$ cat src/rtl/cpu_pkg.sv
// ============================================================================
// Module      : cpu_pkg
// Description : Shared types and constants for the 8-bit CPU fetch/sequence path.
// Revision    : 1.0 - initial release
// ============================================================================
`default_nettype none

package cpu_pkg;

  typedef enum logic [2:0] {
    S_FETCH  = 3'd0,
    S_LOAD   = 3'd1,
    S_DECODE = 3'd2,
    S_EXEC   = 3'd3,
    S_HALT   = 3'd4
  } seqState_e;

  localparam logic [3:0] NOP_OP  = 4'b1111;
  localparam logic [3:0] HALT_OP = 4'b1111;

  localparam logic [1:0] CMP_EQ = 2'b00;
  localparam logic [1:0] CMP_LT = 2'b01;
  localparam logic [1:0] CMP_GT = 2'b10;

  localparam int OPC_MSB = 11;
  localparam int OPC_LSB = 8;
  localparam int OPC_W   = OPC_MSB - OPC_LSB + 1;

  // Compare-select encoding 2'b11 is reserved and never satisfies a condition.
  function automatic logic selectCond(
    input logic [1:0] comp,
    input logic       flagEq,
    input logic       flagLt,
    input logic       flagGt
  );
    logic result;
    result = 1'b0;
    case (comp)
      CMP_EQ:  result = flagEq;
      CMP_LT:  result = flagLt;
      CMP_GT:  result = flagGt;
      default: result = 1'b0;
    endcase
    return result;
  endfunction

endpackage

`default_nettype wire

$ cat src/rtl/branch_cond.sv
// ============================================================================
// Module      : branch_cond
// Description : Combinational jump resolution from control-unit and flag inputs.
// Revision    : 1.0 - initial release
// ============================================================================
`default_nettype none

module branch_cond
  import cpu_pkg::*;
(
  input  logic       i_jp,
  input  logic       i_jpc,
  input  logic [1:0] i_comp,
  input  logic       i_flagEq,
  input  logic       i_flagLt,
  input  logic       i_flagGt,
  output logic       o_takeJump
);

  logic w_cond;

  assign w_cond = selectCond(i_comp, i_flagEq, i_flagLt, i_flagGt);

  // Unconditional jump dominates the conditional one.
  assign o_takeJump = i_jp | (i_jpc & w_cond);

endmodule

`default_nettype wire

$ cat src/rtl/fetch_sequencer.sv
// ============================================================================
// Module      : fetch_sequencer
// Description : Four-phase instruction fetch / PC sequencer with jump and HALT.
// Revision    : 1.0 - initial release
// ============================================================================
`default_nettype none

module fetch_sequencer
  import cpu_pkg::*;
#(
  parameter int ADDR_W   = 8,
  parameter int OPND_W   = 8,
  parameter int RESET_PC = 0
) (
  input  logic                    clk,
  input  logic                    rst,
  input  logic                    run,
  output logic [ADDR_W-1:0]       rom_addr,
  input  logic [OPC_W+OPND_W-1:0] rom_data,
  output logic [OPC_W-1:0]        op_code,
  output logic [OPND_W-1:0]       operand,
  input  logic                    jp,
  input  logic                    jpc,
  input  logic [1:0]              comp,
  input  logic                    flag_eq,
  input  logic                    flag_lt,
  input  logic                    flag_gt,
  output logic [ADDR_W-1:0]       pc,
  output logic                    halted,
  output logic                    retire
);

  localparam int                c_INSTR_W  = OPC_W + OPND_W;
  localparam logic [ADDR_W-1:0] c_RESET_PC = ADDR_W'(RESET_PC);

  seqState_e          r_state;
  seqState_e          w_nextState;
  logic [ADDR_W-1:0]  r_pc;
  logic [ADDR_W-1:0]  w_nextPc;
  logic [c_INSTR_W-1:0] r_ir;
  logic               w_loadIr;
  logic [OPC_W-1:0]   w_irOpcode;
  logic [OPND_W-1:0]  w_irOperand;
  logic [ADDR_W-1:0]  w_jumpTarget;
  logic               w_takeJump;

  assign w_irOpcode  = r_ir[OPND_W +: OPC_W];
  assign w_irOperand = r_ir[OPND_W-1:0];

  // Jump target is the operand resized to the PC width.
  if (OPND_W >= ADDR_W) begin : g_truncTarget
    assign w_jumpTarget = w_irOperand[ADDR_W-1:0];
  end else begin : g_extendTarget
    assign w_jumpTarget = {{(ADDR_W - OPND_W){1'b0}}, w_irOperand};
  end

  branch_cond u_branchCond (
    .i_jp       (jp),
    .i_jpc      (jpc),
    .i_comp     (comp),
    .i_flagEq   (flag_eq),
    .i_flagLt   (flag_lt),
    .i_flagGt   (flag_gt),
    .o_takeJump (w_takeJump)
  );

  always_ff @(posedge clk) begin
    if (rst) begin
      r_state <= S_FETCH;
      r_pc    <= c_RESET_PC;
      r_ir    <= '0;
    end else begin
      r_state <= w_nextState;
      r_pc    <= w_nextPc;
      if (w_loadIr) begin
        r_ir <= rom_data;
      end
    end
  end

  always_comb begin
    w_nextState = r_state;
    w_nextPc    = r_pc;
    w_loadIr    = 1'b0;
    unique case (r_state)
      S_FETCH: begin
        if (run) begin
          w_nextState = S_LOAD;
        end
      end
      S_LOAD: begin
        w_loadIr    = 1'b1;
        w_nextState = S_DECODE;
      end
      S_DECODE: begin
        w_nextState = (w_irOpcode == HALT_OP) ? S_HALT : S_EXEC;
      end
      S_EXEC: begin
        w_nextPc    = w_takeJump ? w_jumpTarget : r_pc + ADDR_W'(1);
        w_nextState = S_FETCH;
      end
      S_HALT: begin
        w_nextState = S_HALT;
      end
      default: begin
        w_nextState = S_FETCH;
      end
    endcase
  end

  // Opcode is visible only during decode so control strobes last one cycle.
  assign op_code  = (r_state == S_DECODE) ? w_irOpcode : NOP_OP;
  assign operand  = w_irOperand;
  assign rom_addr = r_pc;
  assign pc       = r_pc;
  assign halted   = (r_state == S_HALT);
  assign retire   = (r_state == S_EXEC);

endmodule

`default_nettype wire

$ cat config.mk
export PLATFORM = sky130hd
export DESIGN_NAME = fetch_sequencer
export DESIGN_NICKNAME = d
export VERILOG_FILES = /design/src/rtl/cpu_pkg.sv /design/src/rtl/branch_cond.sv /design/src/rtl/fetch_sequencer.sv
export SDC_FILE = /design/constraint.sdc
export NUM_CORES = 1
export LEC_CHECK = 0
export BUFFER_PORTS_ARGS = -buffer_cell sky130_fd_sc_hd__buf_2
export CAP_MARGIN = 20
export CORE_MARGIN = 5
export CORE_UTILIZATION = 35
export DETAILED_ROUTE_END_ITERATION = 7
export SYNTH_ARGS = -nofsm -noshare
export SYNTH_HDL_FRONTEND = slang
export SYNTH_SLANG_ARGS = --single-unit
$ cat constraint.sdc
create_clock -name clk -period 2.1 [get_ports clk]
set_input_delay 0.315 -clock clk [delete_from_list [all_inputs] [get_ports clk]]
set_output_delay 0.315 -clock clk [all_outputs]
set_load 0.02 [all_outputs]
* Yosys cells after proc, flatten, opt, wreduce, memory -nomap -nowiden
Cells that the tools add are included.
** Cells by class
- Bitwise operators :: 2
- Muxes and demuxes :: 7
- Reductions and logical operators :: 2
- Add/subtract/negate cells :: 1
- Equal/unequal tests :: 8
** Operators by type and width (count)
- case mux 3 bit (4 select lines) :: 1
- adder 8 x 1 -> 8 bit, second input constant :: 1
- two-way mux 8 bit :: 1
- equality test 3 x 2 -> 1 bit, second input constant :: 2
- two-way mux 3 bit :: 2
- equality test 4 bit, second input constant :: 1
- two-way mux 4 bit :: 1
- equality test 3 x 1 -> 1 bit, second input constant :: 1
- equality test 3 bit, second input constant :: 1
- zero test 3 bit :: 1
- case mux 1 bit (3 select lines) :: 1
- equality test 2 x 1 -> 1 bit, second input constant :: 1
- equality test 2 bit, second input constant :: 1
- zero test 2 bit :: 1
- inequality test 2 bit, second input constant :: 1
- bitwise AND 1 bit :: 1
- two-way mux 1 bit :: 1
- OR 1 bit :: 1
** Storage, ports and cells
- Input bits :: 22
- Logic and storage cells :: 23
- Flip-flop bits (word level) :: 23

* Longest topological paths before layout
Gate-level depths: netlist of run 1.
- Word-level depth :: 5
- Depth in mapped cells :: 7
- Mapped depth without buffers :: 5

* By module
A second synthesis of run 1 with hierarchy kept.
** Second synthesis, totals
- Cell total of the unflattened synthesis :: 141
- Area, all modules :: 1253.7 um2
** Modules (own cells, without submodules)
- fetch_sequencer :: instances 1, sequential area each 460.4 um2, area an instance 1211.2 um2, cells each 136
- branch_cond :: instances 1, sequential area each 0.0 um2, area an instance 42.5 um2, cells each 5

* Worst setup path before layout of run 1
No wires, ideal clock.
- Path type :: input to register
- Start :: input comp[0]
- End :: register r_pc[7] (netlist: pc[7])
- Data required time :: 2026 ps
- Arrival :: 1607 ps
- Slack :: 418 ps
- Cell stages on the path :: 5
- Cell sequence :: mux2_4 -> a211o_1 -> buf_6 -> or4_1 -> a31oi_1
** Between the ends
- Cells in the longest elaborated chain, start to end :: 5
- Elaborated cells between the ends (all ways) :: 7
** Ends and longest elaborated chain
- start: declaration :: RTL line fetch_sequencer.sv:24 : input logic [1:0] comp,
- equality test 2 bit (tied with other cells) :: RTL line cpu_pkg.sv:38 : case (comp)
- case mux 1 bit (3 select lines) * :: RTL line cpu_pkg.sv:38
- bitwise AND 1 bit * :: RTL line branch_cond.sv:25 : assign o_takeJump = i_jp | (i_jpc & w_cond);
- OR 1 bit * :: RTL line branch_cond.sv:25
- two-way mux 8 bit * :: RTL line fetch_sequencer.sv:99 : w_nextPc = w_takeJump ? w_jumpTarget : r_pc + ADDR_W'(1);
- end signal: assignment :: RTL line fetch_sequencer.sv:70 : r_pc <= c_RESET_PC;
- end signal: assignment :: RTL line fetch_sequencer.sv:74 : r_pc <= w_nextPc;
- end: declaration :: RTL line fetch_sequencer.sv:38 : logic [ADDR_W-1:0] r_pc;
Every way passes the cells marked *; elsewhere a longest branch is shown, timed or not.
A chain may end at the register's enable or synchronous reset.

* Worst setup path after layout of run 1
- Start :: register r_state[1]
- End :: output op_code[1]
** Between the ends
- Cells in the longest elaborated chain, start to end :: 2
** Ends and longest elaborated chain
- start: declaration :: RTL line fetch_sequencer.sv:36 : seqState_e r_state;
- start signal: assignment :: RTL line fetch_sequencer.sv:73 : r_state <= w_nextState;
- equality test 3 x 2 -> 1 bit :: RTL line fetch_sequencer.sv:112 : assign op_code = (r_state == S_DECODE) ? w_irOpcode : NOP_OP;
- two-way mux 4 bit :: RTL line fetch_sequencer.sv:112
- end: declaration :: RTL line fetch_sequencer.sv:20 : output logic [OPC_W-1:0] op_code,
Every way passes these cells.

==> results of run 1 <==
==> registers in the layout, indices dropped and copies added (netlist names) <==
| name | cells |
|---|---|
| pc | 8 |
| r_state | 3 |
| r_ir | 12 |
==> final cells by class <==
class	instances	area [um^2]	share of cell area
flip-flops and latches	23	460	0.314
clock inverters	1	7.51	0.00512
clock buffers	3	22.5	0.0154
inverters	2	7.51	0.00512
multi-input cells	93	617	0.421
repair buffers	56	293	0.200
well taps	46	57.6	0.0393
==> path summary, 6_finish.rpt <==
check	slack [ps]	cells past startpoint	endpoint	from
setup / recovery	250	4	op_code[1]	r_state[1]
hold / removal	210	3	r_ir[10]	rom_data[10]
setup reg to reg	420	4	pc[7]	r_state[0]
hold reg to reg	520	2	pc[1]	r_ir[1]
==> where the power goes <==
| group | internal [mW] | switching (mW) |
|---|---|---|
| sequential | 0.458 | 0.0214 |
| clock | 0.0731 | 0.147 |
| combinational | 0.0798 | 0.0997 |
| total | 0.611 | 0.268 |
==> synth_stat cells, drive strengths merged <==
master / number / area, um^2
nand4: 1 / 6.26
nor3b: 2 / 15.0
mux2: 1 / 15.0
and4: 1 / 8.76
a2bb2oi: 2 / 17.5
clkbuf: 5 / 18.8
nand3: 8 / 40.0
o21ai: 1 / 5.00
nor2: 16 / 60.1
nor4: 1 / 6.26
nor3: 3 / 15.0
a311oi: 2 / 17.5
and4b: 1 / 11.3
nand3b: 3 / 22.5
mux2i: 13 / 130
nand2: 8 / 30.0
a21oi: 3 / 15.0
o21bai: 2 / 15.0
a31oi: 5 / 31.3
ha: 1 / 12.5
nand2b: 5 / 31.3
a31o: 1 / 8.76
dfxtp: 23 / 460
a21o: 1 / 7.51
buf: 18 / 136
a211oi: 4 / 35.0
a211o: 1 / 8.76
inv: 2 / 7.51
or3: 1 / 6.26
nor2b: 2 / 12.5
or4: 2 / 15.0
and3: 2 / 12.5
==> critical path, cell delays in order, from the launching register on <==
cell and delay (ps):
dfxtp_1 420, inv_1 130, nor3_1 390, nand2b_1 110, buf_2 170
==> kinds of logic (layout without fill, tap and decap cells) <==
family                   Yosys count  after routing
AO/OA/AOI/OAI                     22             22
AND/OR/NAND/NOR                   56             56
adder cells (fa/ha/maj)            1              1
flip-flops                        23             23
buffers and inverters             25             62
multiplexers                      14             14
==> through the flow <==
step	area [um^2]	setup slack, ps	util	hold slack [ps]
floorplan	1230	418	-	392
global placement	1420	331	0.419	491
detailed placement	1420	288	0.419	504
CTS	1450	49.9	0.428	204
global route	1470	121	0.432	201
finish	1470	248	0.432	211
==> per-layer routing <==
layer | vias to the layer above | wire length, um | share of wire
li1 | 563 | - | -
met1 | 515 | 1340 | 0.45
met2 | 39 | 1360 | 0.46
met3 | 5 | 247 | 0.083
met4 | 0 | 28 | 0.0094
met5 | - | 0 | 0
==> repair_timing <==
| item | CTS | global route |
|---|---|---|
| cloned | 0 | 0 |
| gates resized for setup | 1 | 0 |
| pin swaps | 0 | 1 |
| setup endpoints to repair | 1 | 1 |
| buffers inserted | 0 | 2 |
==> summary.txt, run 1 <==
Outcome
  – Status: complete, no violations

Final layout
  – Fin cells: 224
  – Antenna Cells: 0
  – Commonest non-fill, non-tap cell in the layout: buf_2
  – Most frequent cells in the layout: 51 x buf_2, 23 x dfxtp_1, 16 x nor2_1
  – Layout Nets: 202
  – Share of layout cells above drive strength 1: 0.371
  – Layout area overhead: 18.6%
  – Filler cells: 338

Routing
  – First-pass DRT Iterations: 4
  – Via count: 1122
  – Initial DRC count: 45
  – Number of routed nets with antenna violations: 0
  – Avg Vias per Cell: 5.01
  – Routed wire length: 2980 um
  – DR WL/cell: 13.3 um
  – DRC: 0

Timing
  – RSZ-0062 raised after global routing: false
  – Final Max Slew Viols: 0
  – Final critical-path share of the clock period: 0.882
  – Actual slew at the worst max-slew pin: 559 ps
  – Post-Route Skew: 7.48 ps
  – Final TNS setup: 0 ps
  – Max Fclk: 540 MHz
  – Minimum clock period: 1850 ps
  – Final setup viols: 0
  – Worst rel slew slack: 0.627
  – Final hold vios: 0

Synth
  – Yosys warns: 0
  – Synth unique cells: 35
  – Syn Area/Cell: 8.76 um^2
  – Post-synthesis compound-gate area fraction: 0.131
  – Largest family of logic cells by synthesized area: simple AND/OR/NAND/NOR gates
  – #FFs+latches synth: 23
  – XOR/XNOR share of the synthesized area: 0
  – Post-Synth Adder-Cell Area: 0.0101
  – Post-Syn Instances: 141
  – Synthesized Nets: 164
  – Synth Area in Simple Gates: 0.237
  – Post-synthesis mux area share: 0.118
  – Sequential area share after synthesis: 0.373
  – Mapped Area: 1230 um^2

Global routing
  – Number of global-route vias before repair: 1111
  – Total GRT Usage: 0.129
  – Largest net degree at the start of global routing: 24
  – GR Util met3: 0.0493
  – Gr ovfl total: 0
  – GRT Max-Usage Layer: met2
  – GR Util met2: 0.212
  – Met1 Usage GRT: 0.158
  – Initial antenna violation count: 0
  – First-pass GRT wire length: 5130 um

Clock tree
  – Worst-Skew Late Latency: 330 ps
  – CTS tree: yes
  – TritonCTS Buffers: 3
  – Clock slew at reported path FFs: 140 ps
  – Post-cts hold buffer count: 0
  – H-tree depth: 1
  – Clock root cell: clkbuf_4
  – Deepest clock path buffer count: 2
  – Sink Count: 23

Floorplan
  – Core Footprint: 3390 um^2
  – Site Rows: 21
  – Die Span X: 69.4 um
  – DIE AREA: 4820 um^2
  – Die Y-Extent: 69.4 um
  – Initial Utilization: 0.364
  – I/O Pins: 52

Critical path
  – Worst Setup Start Kind: flop
  – WP data required: 1780 ps
  – Crit. End Element: primary output
  – Crit Path Class: flop to primary output
  – Crit path DAT: 1540 ps
  – Crit Path Max Fanout: 6

Power and ir drop
  – VDD IR max: 0.360 mV
  – Pwr/cell area: 600 nW/um^2
  – Total power: 0.879 mW
  – Leakage: 0.659 nW

Placement
  – DP HPWL: 2240 um
  – Count of input and output buffers: 51
  – Inst Count DP: 218
  – Routability-driven placement congestion ratio: 0.796

Hold path
  – HP Class: primary input to flop

Job
  – Max_cap viols: 0
Note: power is estimated with default switching activity, not from simulation.
==> inputs of run 2 (changes only) <==
--- a/config.mk
+++ b/config.mk
@@ -10,6 +10,7 @@
 export CORE_MARGIN = 5
 export CORE_UTILIZATION = 35
 export DETAILED_ROUTE_END_ITERATION = 7
+export RECOVER_POWER = 25
 export SYNTH_ARGS = -nofsm -noshare
 export SYNTH_HDL_FRONTEND = slang
 export SYNTH_SLANG_ARGS = --single-unit
==> summary.txt, run 2 (synthesis results as in run 1) <==
Critical path
  – Slowest cell delay on critical path: 420 ps (about the same)
  – Worst R2R Start: r_state[0]
  – Worst Setup Start Kind: flop
  – Crit Path Max Fanout: 6 (unchanged)
  – R2R Path End: pc[7]
  – R2R cell count: 4 (unchanged)
  – WP data required: 1780 ps (about the same)
  – Crit path DAT: 1540 ps (about the same)
  – Crit Path Class: flop to primary output
  – Critical path, cell by cell: inv_1, nor3_1, nand2b_1, buf_2
  – Crit. Startpoint: r_state[1]
  – Crit. End Element: primary output
  – CP max-delay cell: dfxtp_1
  – Slack of the worst reg-to-reg path: 420 ps (about the same)

Final layout
  – Area taken by multi-input logic gates: 617 um^2 (unchanged)
  – Share of layout cells above drive strength 1: 0.315 (-0.0562)
  – Commonest non-fill, non-tap cell in the layout: buf_2
  – Max reg flops: 12 (unchanged)
  – Antenna Cells: 0 (unchanged)
  – Most frequent cells in the layout: 41 x buf_2, 23 x dfxtp_1, 16 x nor2_1
  – Layout Nets: 202 (unchanged)
  – FF/Latch Area: 460 um^2 (unchanged)
  – Most flop-heavy register: r_ir
  – Layout area overhead: 17.6%
  – Fin cells: 224 (unchanged)
  – Filler cells: 344 (+1.8%)
  – Design area: 1450 um^2 (-0.85%)

Timing
  – Final critical-path share of the clock period: 0.882 (about the same)
  – Post-Route Skew: 7.50 ps (+0.0201 ps)
  – Worst rel slew slack: 0.626 (-0.000844)
  – Final TNS setup: 0 ps (unchanged)
  – Max Fclk: 540 MHz (about the same)
  – Hold Slack: 211 ps (-0.0220 ps)
  – Final hold vios: 0 (unchanged)
  – Minimum clock period: 1850 ps (+1.04 ps)
  – RSZ-0062 raised after global routing: false
  – Actual slew at the worst max-slew pin: 560 ps (+1.26 ps)
  – Final Max Slew Viols: 0 (unchanged)
  – Final setup viols: 0 (unchanged)

Hold path
  – WHS Endpoint: r_ir[10]
  – HP Class: primary input to flop
  – WHS Path Cells: 3 (unchanged)
  – Beginning of the worst hold path: rom_data[10]

Power and ir drop
  – Switch Pwr: 0.268 mW (+0.22%)
  – Clk pwr share: 0.251 (about the same)
  – Logic pwr share: 0.201 (-0.003)
  – Total power: 0.877 mW (-0.29%)
  – Sequential power share: 0.548 (+0.002)
  – Sw Ratio: 0.306 (+0.00157)
  – Pwr/cell area: 603 nW/um^2 (+0.57%)
  – Leakage: 0.617 nW (-6.4%)
  – VDD IR max: 0.361 mV (about the same)
  – Pint: 0.608 mW (-0.52%)

Routing
  – DRC: 0 (unchanged)
  – Avg Vias per Cell: 5.03 (+0.45%)
  – Number of routed nets with antenna violations: 0 (unchanged)
  – Routed wire length: 2980 um (+0.20%)
  – Initial DRC count: 42 (-6.7%)
  – Via count: 1127 (+0.45%)
  – DR WL/cell: 13.3 um (+0.20%)
  – First-pass DRT Iterations: 4 (unchanged)

Floorplan
  – I/O Pins: 52 (unchanged)
  – Core Footprint: 3390 um^2 (unchanged)
  – DIE AREA: 4820 um^2 (unchanged)
  – Die Y-Extent: 69.4 um (unchanged)
  – Initial Utilization: 0.364 (unchanged)
  – Site Rows: 21 (unchanged)
  – Die Span X: 69.4 um (unchanged)

Placement
  – Routability-driven placement congestion ratio: 0.796 (unchanged)
  – Dpl cell area: 1420 um^2 (unchanged)
  – Inst Count DP: 218 (unchanged)
  – DP HPWL: 2240 um (unchanged)
  – Count of input and output buffers: 51 (unchanged)

Clock tree
  – H-tree depth: 1 (unchanged)
  – TritonCTS Buffers: 3 (unchanged)
  – CTS tree: yes
  – Deepest clock path buffer count: 2 (unchanged)
  – Worst-Skew Late Latency: 330 ps (about the same)
  – Post-cts hold buffer count: 0 (unchanged)
  – Clock root cell: clkbuf_4
  – Sink Count: 23 (unchanged)
  – Clock slew at reported path FFs: 140 ps (about the same)

Global routing
  – Gr ovfl total: 0 (unchanged)
  – Total GRT Usage: 0.129 (unchanged)
  – First-pass GRT wire length: 5130 um (unchanged)
  – Initial antenna violation count: 0 (unchanged)
  – Largest net degree at the start of global routing: 24 (unchanged)
  – Number of global-route vias before repair: 1111 (unchanged)

Outcome
  – Status: complete, no violations

Job
  – Max_cap viols: 0 (unchanged)
[run 2: cell count changes in the layout (fill, tap and decap cells not counted), sizes merged]
| cell | previous run | this run |
|---|---|---|
| buf | 56 | 46 |
| clkbuf | 3 | 13 |
[run 2: metrics by stage]
step                setup WS (ps)   util
floorplan                     418      -
global placement              331  0.419
detailed placement            288  0.419
CTS                          49.9  0.428
global route                  121  0.429
finish                        247  0.429
[run 2: how the worst max path moves through the flow]
stage / end
final: op_code[1]
after CTS: retire
after global placement: pc[7]
after floorplan: pc[7]
after global routing: op_code[1]
after detailed placement: pc[7]
[run 2: repair_timing]
action                     4_1_cts  5_1_grt
gates resized for setup          1        0
pin swaps                        0        1
setup endpoints to repair        1        1
hold endpoints to repair         0        0
buffers inserted                 0        2
[run 2: final cells by class]
class / count / share of cell area
clock buffer: 3 / 0.0155
clock inverter: 1 / 0.00517
inverter: 2 / 0.00517
multi-input combinational: 93 / 0.425
sequential: 23 / 0.317
tap: 46 / 0.0396
timing repair buffer: 56 / 0.193
[run 2: power by group through the flow]
stage / clock network (mW) / registers (mW) / logic, mW
after floorplan: 0 / 0.483 / 0.137
final: 0.220 / 0.480 / 0.176
after CTS: 0.231 / 0.480 / 0.180
after global placement: 0 / 0.488 / 0.174
after global routing: 0.247 / 0.485 / 0.194
after detailed placement: 0 / 0.489 / 0.179
[run 2: worst max-delay path: cells and delay by family, from the launching register on]
kind	cells	cell delay (ps)
buffers and inverters	2	300
flip-flops	1	420
AND/OR/NAND/NOR	2	500
[run 2: per-layer routing]
layer,wire length (um),vias up,GRT usage
met5,0,-,0
met4,28,0,0.0325
met3,244,5,0.0493
met2,1360,43,0.212
met1,1350,515,0.158
li1,-,564,-
==> inputs of run 3 (changes only) <==
--- a/config.mk
+++ b/config.mk
@@ -10,7 +10,7 @@
 export CORE_MARGIN = 5
 export CORE_UTILIZATION = 35
 export DETAILED_ROUTE_END_ITERATION = 7
-export RECOVER_POWER = 25
+export RECOVER_POWER = 100
 export SYNTH_ARGS = -nofsm -noshare
 export SYNTH_HDL_FRONTEND = slang
 export SYNTH_SLANG_ARGS = --single-unit
==> summary.txt, run 3 (synthesis results as in run 1) <==
Timing
  – RSZ-0062 raised after global routing: false
  – Final hold vios: 0 (unchanged)
  – Final TNS setup: 0 ps (unchanged)
  – Final critical-path share of the clock period: 0.887 (+0.00426)
  – Final setup viols: 0 (unchanged)
  – Final Max Slew Viols: 0 (unchanged)
  – Max Fclk: 537 MHz (-0.48%)
  – Actual slew at the worst max-slew pin: 951 ps (+391 ps)
  – Worst rel slew slack: 0.362 (-0.264)
  – Post-Route Skew: 5.64 ps (-1.87 ps)
  – Minimum clock period: 1860 ps (+8.95 ps)

Global routing
  – Gr ovfl total: 0 (unchanged)
  – First-pass GRT wire length: 5130 um (unchanged)
  – Total GRT Usage: 0.129 (unchanged)
  – Largest net degree at the start of global routing: 24 (unchanged)
  – Initial antenna violation count: 0 (unchanged)
  – Number of global-route vias before repair: 1111 (unchanged)

Final layout
  – Commonest non-fill, non-tap cell in the layout: clkbuf_1
  – Layout area overhead: 13.5%
  – Antenna Cells: 0 (unchanged)
  – Most frequent cells in the layout: 34 x clkbuf_1, 23 x dfxtp_1, 20 x buf_2
  – Max reg flops: 12 (unchanged)
  – Share of layout cells above drive strength 1: 0.163 (-0.152)
  – Post-layout util: 0.413 (-0.0151)
  – Layout Nets: 202 (unchanged)
  – Most flop-heavy register: r_ir

Routing
  – Routed wire length: 2970 um (-0.30%)
  – Number of routed nets with antenna violations: 0 (unchanged)
  – DRC: 0 (unchanged)
  – Avg Vias per Cell: 5.00 (-0.62%)
  – DR WL/cell: 13.3 um (-0.30%)
  – First-pass DRT Iterations: 4 (unchanged)
  – Via count: 1120 (-0.62%)
  – Initial DRC count: 48 (+14%)

Critical path
  – R2R cell count: 4 (unchanged)
  – Crit path to: retire
  – R2R Path End: pc[7]
  – Crit path DAT: 1550 ps (about the same)
  – Crit. Startpoint: r_state[0]
  – Worst R2R Start: r_state[0]
  – Crit Path Max Fanout: 13 (+7)
  – Slack of the worst reg-to-reg path: 400 ps (-20 ps)
  – Crit Path Class: flop to primary output
  – WP data required: 1780 ps (about the same)
  – Worst Setup Start Kind: flop
  – Crit. End Element: primary output

Floorplan
  – DIE AREA: 4820 um^2 (unchanged)
  – Die Y-Extent: 69.4 um (unchanged)
  – Core Footprint: 3390 um^2 (unchanged)
  – Initial Utilization: 0.364 (unchanged)
  – Die Span X: 69.4 um (unchanged)
  – I/O Pins: 52 (unchanged)
  – Site Rows: 21 (unchanged)

Clock tree
  – Worst-Skew Late Latency: 330 ps (about the same)
  – Sink Count: 23 (unchanged)
  – Post-cts hold buffer count: 0 (unchanged)
  – H-tree depth: 1 (unchanged)
  – Deepest clock path buffer count: 2 (unchanged)
  – Clock slew at reported path FFs: 140 ps (about the same)
  – Clock root cell: clkbuf_4
  – CTS tree: yes
  – TritonCTS Buffers: 3 (unchanged)

Power and ir drop
  – Leakage: 0.518 nW (-16%)
  – VDD IR max: 0.360 mV (-0.15%)
  – Pwr/cell area: 618 nW/um^2 (+2.4%)

Hold path
  – HP Class: primary input to flop

Outcome
  – Status: complete, no violations

Job
  – Max_cap viols: 0 (unchanged)

Placement
  – Count of input and output buffers: 51 (unchanged)
  – Routability-driven placement congestion ratio: 0.796 (unchanged)
  – DP HPWL: 2240 um (unchanged)
[run 3: per-layer routing]
layer	part of all wire	track usage
met1	0.45	0.158
met2	0.46	0.212
met3	0.079	0.0493
met4	0.0094	0.0325
met5	0	0
[run 3: area by class of cell]
class | instances | area (um^2)
fillers | 365 | 1990
inverters | 2 | 7.51
well taps | 46 | 57.6
clock buffers | 3 | 22.5
clock inverters | 1 | 7.51
repair buffers | 56 | 243
flip-flops and latches | 23 | 460
multi-input cells | 93 | 603
[run 3: how the worst min path moves through the flow]
stage,startpoint,to,slack [ps],cells after the start
2_1_floorplan,rst,r_state[0],390,1
3_3_place_gp,r_ir[10],r_ir[10],490,2
3_5_place_dp,r_ir[1],pc[1],500,2
4_1_cts,rom_data[9],r_ir[9],200,3
5_1_grt,rom_data[10],r_ir[10],200,3
6_report,rom_data[10],r_ir[10],210,3
[run 3: through the flow]
stage	area, um^2	hold slack, ps	cells	power (mW)	setup WS (ps)
after global routing	1400	202	224	0.916	91.0
after detailed placement	1420	504	218	0.668	288
after floorplan	1230	392	141	0.619	418
after global placement	1420	491	218	0.662	331
final	1400	213	224	0.866	238
after CTS	1450	204	222	0.891	49.9
[run 3: what timing repair did]
item	4_1_cts	5_1_grt
pin swaps	0	1
setup endpoints to repair	1	1
resized for setup	1	0
buffers inserted	0	2
[run 3: where the power goes]
part	switching (mW)	internal (mW)	leakage (nW)
clock network	0.147	0.0730	0.0139
logic	0.0990	0.0673	0.317
registers	0.0216	0.458	0.187
total	0.268	0.599	0.518
[run 3: worst max-delay path: stages, from the launching register on]
cell	delay [ps]
dfxtp_1	480
nand3b_1	220
inv_2	250
clkbuf_1	270
